<file path="src/rtl/pc_seq_pkg.sv">
// Shared types and default constants for the program-counter sequencer.
// Optional compressed-instruction support: PC_SEQ_COMPRESSED_EN.
package pc_seq_pkg;

  localparam int PC_OP_W = 3;

  typedef enum logic [PC_OP_W-1:0] {
    OP_NOP    = 3'b000,
    OP_INC    = 3'b001,
    OP_ASSIGN = 3'b010,
    OP_RESET  = 3'b011,
    OP_MRET   = 3'b100
  } pc_op_t;

  typedef enum logic {
    ST_RUN     = 1'b0,
    ST_HANDLER = 1'b1
  } pc_state_t;

  localparam logic [31:0] DEF_RESET_VEC  = 32'h0000_0000;
  localparam logic [31:0] DEF_INT_BASE   = 32'h0000_0100;
  localparam int          DEF_NUM_INT    = 8;
  localparam int          DEF_VEC_STRIDE = 4;
  localparam int          DEF_INC_STEP   = 4;

endpackage

</file>
<file path="src/rtl/pc_seq_nxt.sv">
// Combinational nominal-next PC and op error decode.
// PC_SEQ_COMPRESSED_EN adds inst_16 and relaxes alignment to 2 bytes.
module pc_seq_nxt
  import pc_seq_pkg::*;
#(
  parameter int              XLEN      = 32,
  parameter int              INC_STEP  = DEF_INC_STEP,
  parameter logic [XLEN-1:0] RESET_VEC = XLEN'(DEF_RESET_VEC)
) (
  input  logic [XLEN-1:0]    pc,
  input  logic [XLEN-1:0]    epc,
  input  logic [PC_OP_W-1:0] pc_op,
  input  logic [XLEN-1:0]    next_pc,
  input  logic               in_handler,
`ifdef PC_SEQ_COMPRESSED_EN
  input  logic               inst_16,
`endif
  output logic [XLEN-1:0]    nxt,
  output logic               mis_err,
  output logic               op_err,
  output logic               mret_ok
);

  logic            is_nop;
  logic            is_inc;
  logic            is_asg;
  logic            is_rst;
  logic            is_mret;
  logic            aligned;
  logic [XLEN-1:0] step;

  assign is_nop  = pc_op == OP_NOP;
  assign is_inc  = pc_op == OP_INC;
  assign is_asg  = pc_op == OP_ASSIGN;
  assign is_rst  = pc_op == OP_RESET;
  assign is_mret = pc_op == OP_MRET;

`ifdef PC_SEQ_COMPRESSED_EN
  assign aligned = next_pc[0] == 1'b0;
  assign step    = inst_16 ? XLEN'(2) : XLEN'(INC_STEP);
`else
  assign aligned = next_pc[1:0] == 2'b00;
  assign step    = XLEN'(INC_STEP);
`endif

  always_comb begin
    nxt     = pc;
    mis_err = 1'b0;
    op_err  = 1'b0;
    mret_ok = 1'b0;
    unique case (1'b1)
      is_nop: nxt = pc;
      is_inc: nxt = pc + step;
      is_asg: begin
        if (aligned) nxt = next_pc;
        else mis_err = 1'b1;
      end
      is_rst: nxt = RESET_VEC;
      is_mret: begin
        if (in_handler) begin
          nxt     = epc;
          mret_ok = 1'b1;
        end else begin
          op_err  = 1'b1;
        end
      end
      default: op_err = 1'b1;
    endcase
  end

endmodule

</file>
<file path="src/rtl/pc_seq.sv">
// PC sequencer: PC/EPC registers, handler FSM, vectored interrupt entry.
// PC_SEQ_COMPRESSED_EN adds inst_16 and forces epc[0] to zero.
module pc_seq
  import pc_seq_pkg::*;
#(
  parameter int              XLEN       = 32,
  parameter logic [XLEN-1:0] RESET_VEC  = XLEN'(DEF_RESET_VEC),
  parameter logic [XLEN-1:0] INT_BASE   = XLEN'(DEF_INT_BASE),
  parameter int              NUM_INT    = DEF_NUM_INT,
  parameter int              VEC_STRIDE = DEF_VEC_STRIDE,
  parameter int              INC_STEP   = DEF_INC_STEP,
  localparam int             IDW        = $clog2(NUM_INT)
) (
  input  logic               clk,
  input  logic               rst_n,
  input  logic [PC_OP_W-1:0] pc_op,
  input  logic [XLEN-1:0]    next_pc,
  input  logic               int_req,
  input  logic [IDW-1:0]     int_id,
  input  logic               int_en,
`ifdef PC_SEQ_COMPRESSED_EN
  input  logic               inst_16,
`endif
  output logic [XLEN-1:0]    pc,
  output logic [XLEN-1:0]    epc,
  output logic               in_handler,
  output logic               int_ack,
  output logic               misalign_err,
  output logic               op_err
);

  pc_state_t       state_q, state_d;
  logic [XLEN-1:0] pc_q, pc_d;
  logic [XLEN-1:0] epc_q, epc_d;
  logic            ack_q, ack_d;
  logic            mis_q, mis_d;
  logic            oe_q, oe_d;

  logic [XLEN-1:0] nxt;
  logic [XLEN-1:0] vec_addr;
  logic            nxt_mis;
  logic            nxt_oe;
  logic            mret_ok;
  logic            is_rst;
  logic            take;

  pc_seq_nxt #(
    .XLEN      (XLEN),
    .INC_STEP  (INC_STEP),
    .RESET_VEC (RESET_VEC)
  ) u_nxt (
    .pc         (pc_q),
    .epc        (epc_q),
    .pc_op      (pc_op),
    .next_pc    (next_pc),
    .in_handler (state_q == ST_HANDLER),
`ifdef PC_SEQ_COMPRESSED_EN
    .inst_16    (inst_16),
`endif
    .nxt        (nxt),
    .mis_err    (nxt_mis),
    .op_err     (nxt_oe),
    .mret_ok    (mret_ok)
  );

  // int_id width already masks out-of-range sources
  assign vec_addr = INT_BASE + XLEN'(int_id) * XLEN'(VEC_STRIDE);
  assign is_rst   = pc_op == OP_RESET;
  assign take     = (state_q == ST_RUN) & int_req & int_en & ~is_rst;

  always_comb begin
    state_d = state_q;
    pc_d    = nxt;
    epc_d   = epc_q;
    ack_d   = 1'b0;
    mis_d   = nxt_mis;
    oe_d    = nxt_oe;
    unique case (1'b1)
      is_rst:  state_d = ST_RUN;
      take: begin
        state_d = ST_HANDLER;
`ifdef PC_SEQ_COMPRESSED_EN
        epc_d   = {nxt[XLEN-1:1], 1'b0};
`else
        epc_d   = nxt;
`endif
        pc_d    = vec_addr;
        ack_d   = 1'b1;
      end
      mret_ok: state_d = ST_RUN;
      default: ;
    endcase
  end

  always_ff @(posedge clk or negedge rst_n) begin
    if (!rst_n) begin
      state_q <= ST_RUN;
      pc_q    <= RESET_VEC;
      epc_q   <= '0;
      ack_q   <= 1'b0;
      mis_q   <= 1'b0;
      oe_q    <= 1'b0;
    end else begin
      state_q <= state_d;
      pc_q    <= pc_d;
      epc_q   <= epc_d;
      ack_q   <= ack_d;
      mis_q   <= mis_d;
      oe_q    <= oe_d;
    end
  end

  assign pc           = pc_q;
  assign epc          = epc_q;
  assign in_handler   = state_q == ST_HANDLER;
  assign int_ack      = ack_q;
  assign misalign_err = mis_q;
  assign op_err       = oe_q;

endmodule

</file>
<file path="config.mk">
export PLATFORM = sky130hd
export DESIGN_NAME = pc_seq
export DESIGN_NICKNAME = d
export VERILOG_FILES = /design/src/rtl/pc_seq_pkg.sv /design/src/rtl/pc_seq_nxt.sv /design/src/rtl/pc_seq.sv
export SDC_FILE = /design/constraint.sdc
export NUM_CORES = 1
export LEC_CHECK = 0
export CAP_MARGIN = 20
export CELL_PAD_IN_SITES_DETAIL_PLACEMENT = 1
export CELL_PAD_IN_SITES_GLOBAL_PLACEMENT = 1
export CORE_MARGIN = 3
export CORE_UTILIZATION = 30
export DETAILED_ROUTE_END_ITERATION = 8
export HOLD_SLACK_MARGIN = 0.08
export PLACE_DENSITY = 0.74
export SLEW_MARGIN = 20
export SYNTH_ARGS = -nofsm -noshare
export SYNTH_HDL_FRONTEND = slang
export SYNTH_SLANG_ARGS = --single-unit
export TNS_END_PERCENT = 30
</file>
<file path="constraint.sdc">
create_clock -name clk -period 3.05 [get_ports clk]
set_clock_uncertainty 0.05 [all_clocks]
set_input_delay 0.61 -clock clk [delete_from_list [all_inputs] [get_ports clk]]
set_output_delay 0.61 -clock clk [all_outputs]
set_load 0.05 [all_outputs]
</file>
==> results_dict.tcl <==
set metrics [dict create \
    finalSetupViolCount 0 \
    row_count 41 \
    grt_use_met3_pct 5.14 \
    leakagePower_nw 2.19 \
    synthDistinctLibCells 65 \
    viasPerCell 5.65 \
    worstSetupPathType "primary input to flop" \
    crit_arrival_ns 2.77 \
    rrSetupSlack_ns 0.52 \
    max_slew_margin_pct 37.8 \
    synth-edff-count 0 \
    ff2ff_path_depth 5 \
    cts-resized-gates 0 \
    insertion_delay_ns 0.33 \
    core_um2 12700 \
    netlist_instances 446 \
    critPathSlowestCell "or3b_2" \
    grt_max_degree 39 \
    synth_largest_area_cell "dfrtp_1" \
    grt-ovfl-total 0 \
    wl_per_cell_um 20.2 \
    cellPowerDensity_nw_per_um2 649 \
    top_usage_layer "met2" \
    tightestPinTransition_ns 0.934 \
    place_congestion 0.856 \
    path_depth 7 \
    period_needed_ns 2.56 \
    cts_max_path_buffers 2 \
    holdBufCountCts 0 \
    drive_gt1_share_pct 10.9 \
    start_util_pct 30.9 \
    slew_violations 0 \
    gr-usage-met2_pct 34.2 \
    max_freq_ghz 0.390 \
    startpoint_type "primary input" \
    die-height_um 121 \
    vdd_drop_max_mv 0.343 \
    required_ns 3.26 \
    ys_warn_count 0 \
    drt_iter0_markers 267 \
    die-width_um 121 \
    syn_nets 489 \
    period_share_pct 84.1 \
    status "finished, final reports clean" \
    worstPathMaxFanout 20 \
    timing.rr.start "pc[7]$_DFF_PN0_" \
    end_kind "flop" \
    grt_pass1_vias 4484 \
    cts.reportedPaths.clkPinSlew_ns 0.06 \
    synth-seq-area-share_pct 43.3 \
    cts_max_level 3 \
    fin_cells 732 \
    ant_nets 0 \
    cts.sinks 68 \
    grt_pass1_wl_um 23900 \
    clock-root-buffer "clkbuf_16" \
    synth_flop_cell "dfrtp_1" \
    post_cts_buffers 0 \
    cp_cell_sequence "clkdlybuf4s50_1, buf_4, or3b_2, or3_1, o31ai_1, a31oi_1, o21ai_1" \
    drt-total-wl_um 14800 \
    ys_ff_latch 68 \
    n_antenna_cell 0 \
    cp.buffers_inverters 2 \
    cts_tree "done" \
    port_buffers 109 \
    slowest_delay_ns 0.69 \
    path_delay_family "simple AND/OR/NAND/NOR gates" \
    layout.nets 598 \
    first_pass_iters 4 \
    cts_made_buffers 9 \
    synth.avg_cell_area_um2 8.82 \
    hold_class "primary input to async pin" \
    grt_use_met1_pct 27.1 \
    antenna_found_initial 0 \
    rsz0062_at_grt "false" \
    dieArea_um2 14500 \
    synth_area_um2 3930 \
    startpoint "pc_op[1]" \
    via_count 4135 \
    reg2reg_to "epc[25]$_DFFE_PN0P_" \
    synth_top_area_share_pct 43.3 \
    async_flop_share_pct 100 \
    syn_to_final_growth_pct 43.3 \
    io_pins 110 \
    finalHoldViolCount 0 \
    dp_cells 716 \
    drc 0 \
    synthTopCellsByArea "dfrtp_1 43%, nand2_1 4.8%, o21ai_0 4.3%" \
    cap_violations 0 \
    dp_hpwl_um 10700 \
    endpoint "epc[27]$_DFFE_PN0P_" \
    setup_tns_ns 0 \
    grt_use_total_pct 20.7 \
]
-- cell usage after synthesis, types with 4 or more instances --
cell	number
a211oi_1	8
a21boi_0	5
a21oi_1	25
a221oi_1	8
a22o_1	9
a22oi_1	4
a31oi_1	14
a41oi_1	4
and2_1	5
and3_1	6
and4_1	4
buf_2	14
clkbuf_1	18
dfrtp_1	68
inv_1	6
nand2_1	50
nand3_1	10
nand4_1	8
nor2_1	40
nor3_1	15
nor3b_1	4
nor4_1	12
o21ai_0	34
o21ai_1	5
o22ai_1	6
o31ai_1	5
-- placed cells by master, fill, tap and decap left out, types with 3 or more instances in the layout --
cell,synthesis,routed
o31ai_1,5,5
or4_1,3,3
nand3_1,10,10
nand4_1,8,8
a21boi_0,5,5
clkbuf_8,0,3
a21oi_1,25,25
a41oi_1,4,4
dfrtp_1,68,68
nor2_1,40,40
nor4_1,12,12
nor3b_1,4,3
a22o_1,9,9
o21ai_0,34,34
a22oi_1,4,4
a211oi_1,8,8
or3b_2,3,3
nand2_1,50,50
inv_1,6,6
a221oi_1,8,8
o21ai_1,5,5
and4_1,4,4
xnor2_1,3,3
clkdlybuf4s50_1,0,108
and2_1,5,5
o22ai_1,6,6
a31oi_1,14,14
clkbuf_16,0,9
nor3_1,15,15
a32oi_1,3,3
buf_4,1,23
and3_1,6,6
-- per-stage QoR --
stage / worst slack [ns] / total power (W) / util [%] / area [um^2] / hold slack (ns)
final: 0.485 / 0.00366 / 44.3 / 5640 / 0.356
after CTS: 0.484 / 0.00368 / 44.3 / 5640 / 0.398
after floorplan: 0.456 / 0.00197 / - / 3930 / 0.264
after global routing: 0.332 / 0.00382 / 44.3 / 5640 / 0.444
after detailed placement: 0.160 / 0.00249 / 41.6 / 5300 / 0.454
after global placement: 0.221 / 0.00246 / 41.6 / 5300 / 0.444
-- worst min-delay path by stage --
| stage | from | endpoint | cells after the start |
|---|---|---|---|
| CTS | rst_n | in_handler$_DFFE_PN0P_ | 1 |
| global placement | epc[17]$_DFFE_PN0P_ | epc[17]$_DFFE_PN0P_ | 2 |
| global route | rst_n | in_handler$_DFFE_PN0P_ | 1 |
| floorplan | rst_n | epc[0]$_DFFE_PN0P_ | 0 |
| detailed placement | epc[12]$_DFFE_PN0P_ | epc[12]$_DFFE_PN0P_ | 2 |
| finish | rst_n | in_handler$_DFFE_PN0P_ | 1 |
-- layer usage --
metal	wire [um]	share of wire (%)
met1	6520	44
met2	7210	49
met3	792	5.4
met4	238	1.6
met5	0	0
-- final cells by class --
cell class	instances	area, um^2
clock inverter	3	67.6
timing repair buffer	134	1300
tap	172	215
inverter	7	26.3
sequential	68	1700
fill	1498	7090
clock buffer	13	270
multi-input combinational	335	2060
-- registers in the layout (all words and copies together) (netlist names) --
name and count:
op_err 1, in_handler 1, pc 32, misalign_err 1
epc 32, int_ack 1
-- power by group --
group          internal [W]  switching (W)
combinational      0.000430       0.000810
sequential          0.00104       0.000190
clock              0.000783       0.000399
total               0.00226        0.00140
-- cells by family after synthesis --
family,after synthesis,share of synthesized area (%)
AO/OA/AOI/OAI,154,26.6
adder cells (fa/ha/maj),1,0.318
AND/OR/NAND/NOR,175,23.6
buffers and inverters,43,5.03
multiplexers,1,0.286
flip-flops,68,43.3
XOR/XNOR,4,0.891
No activity file was read; power rests on OpenSTA's default activity.
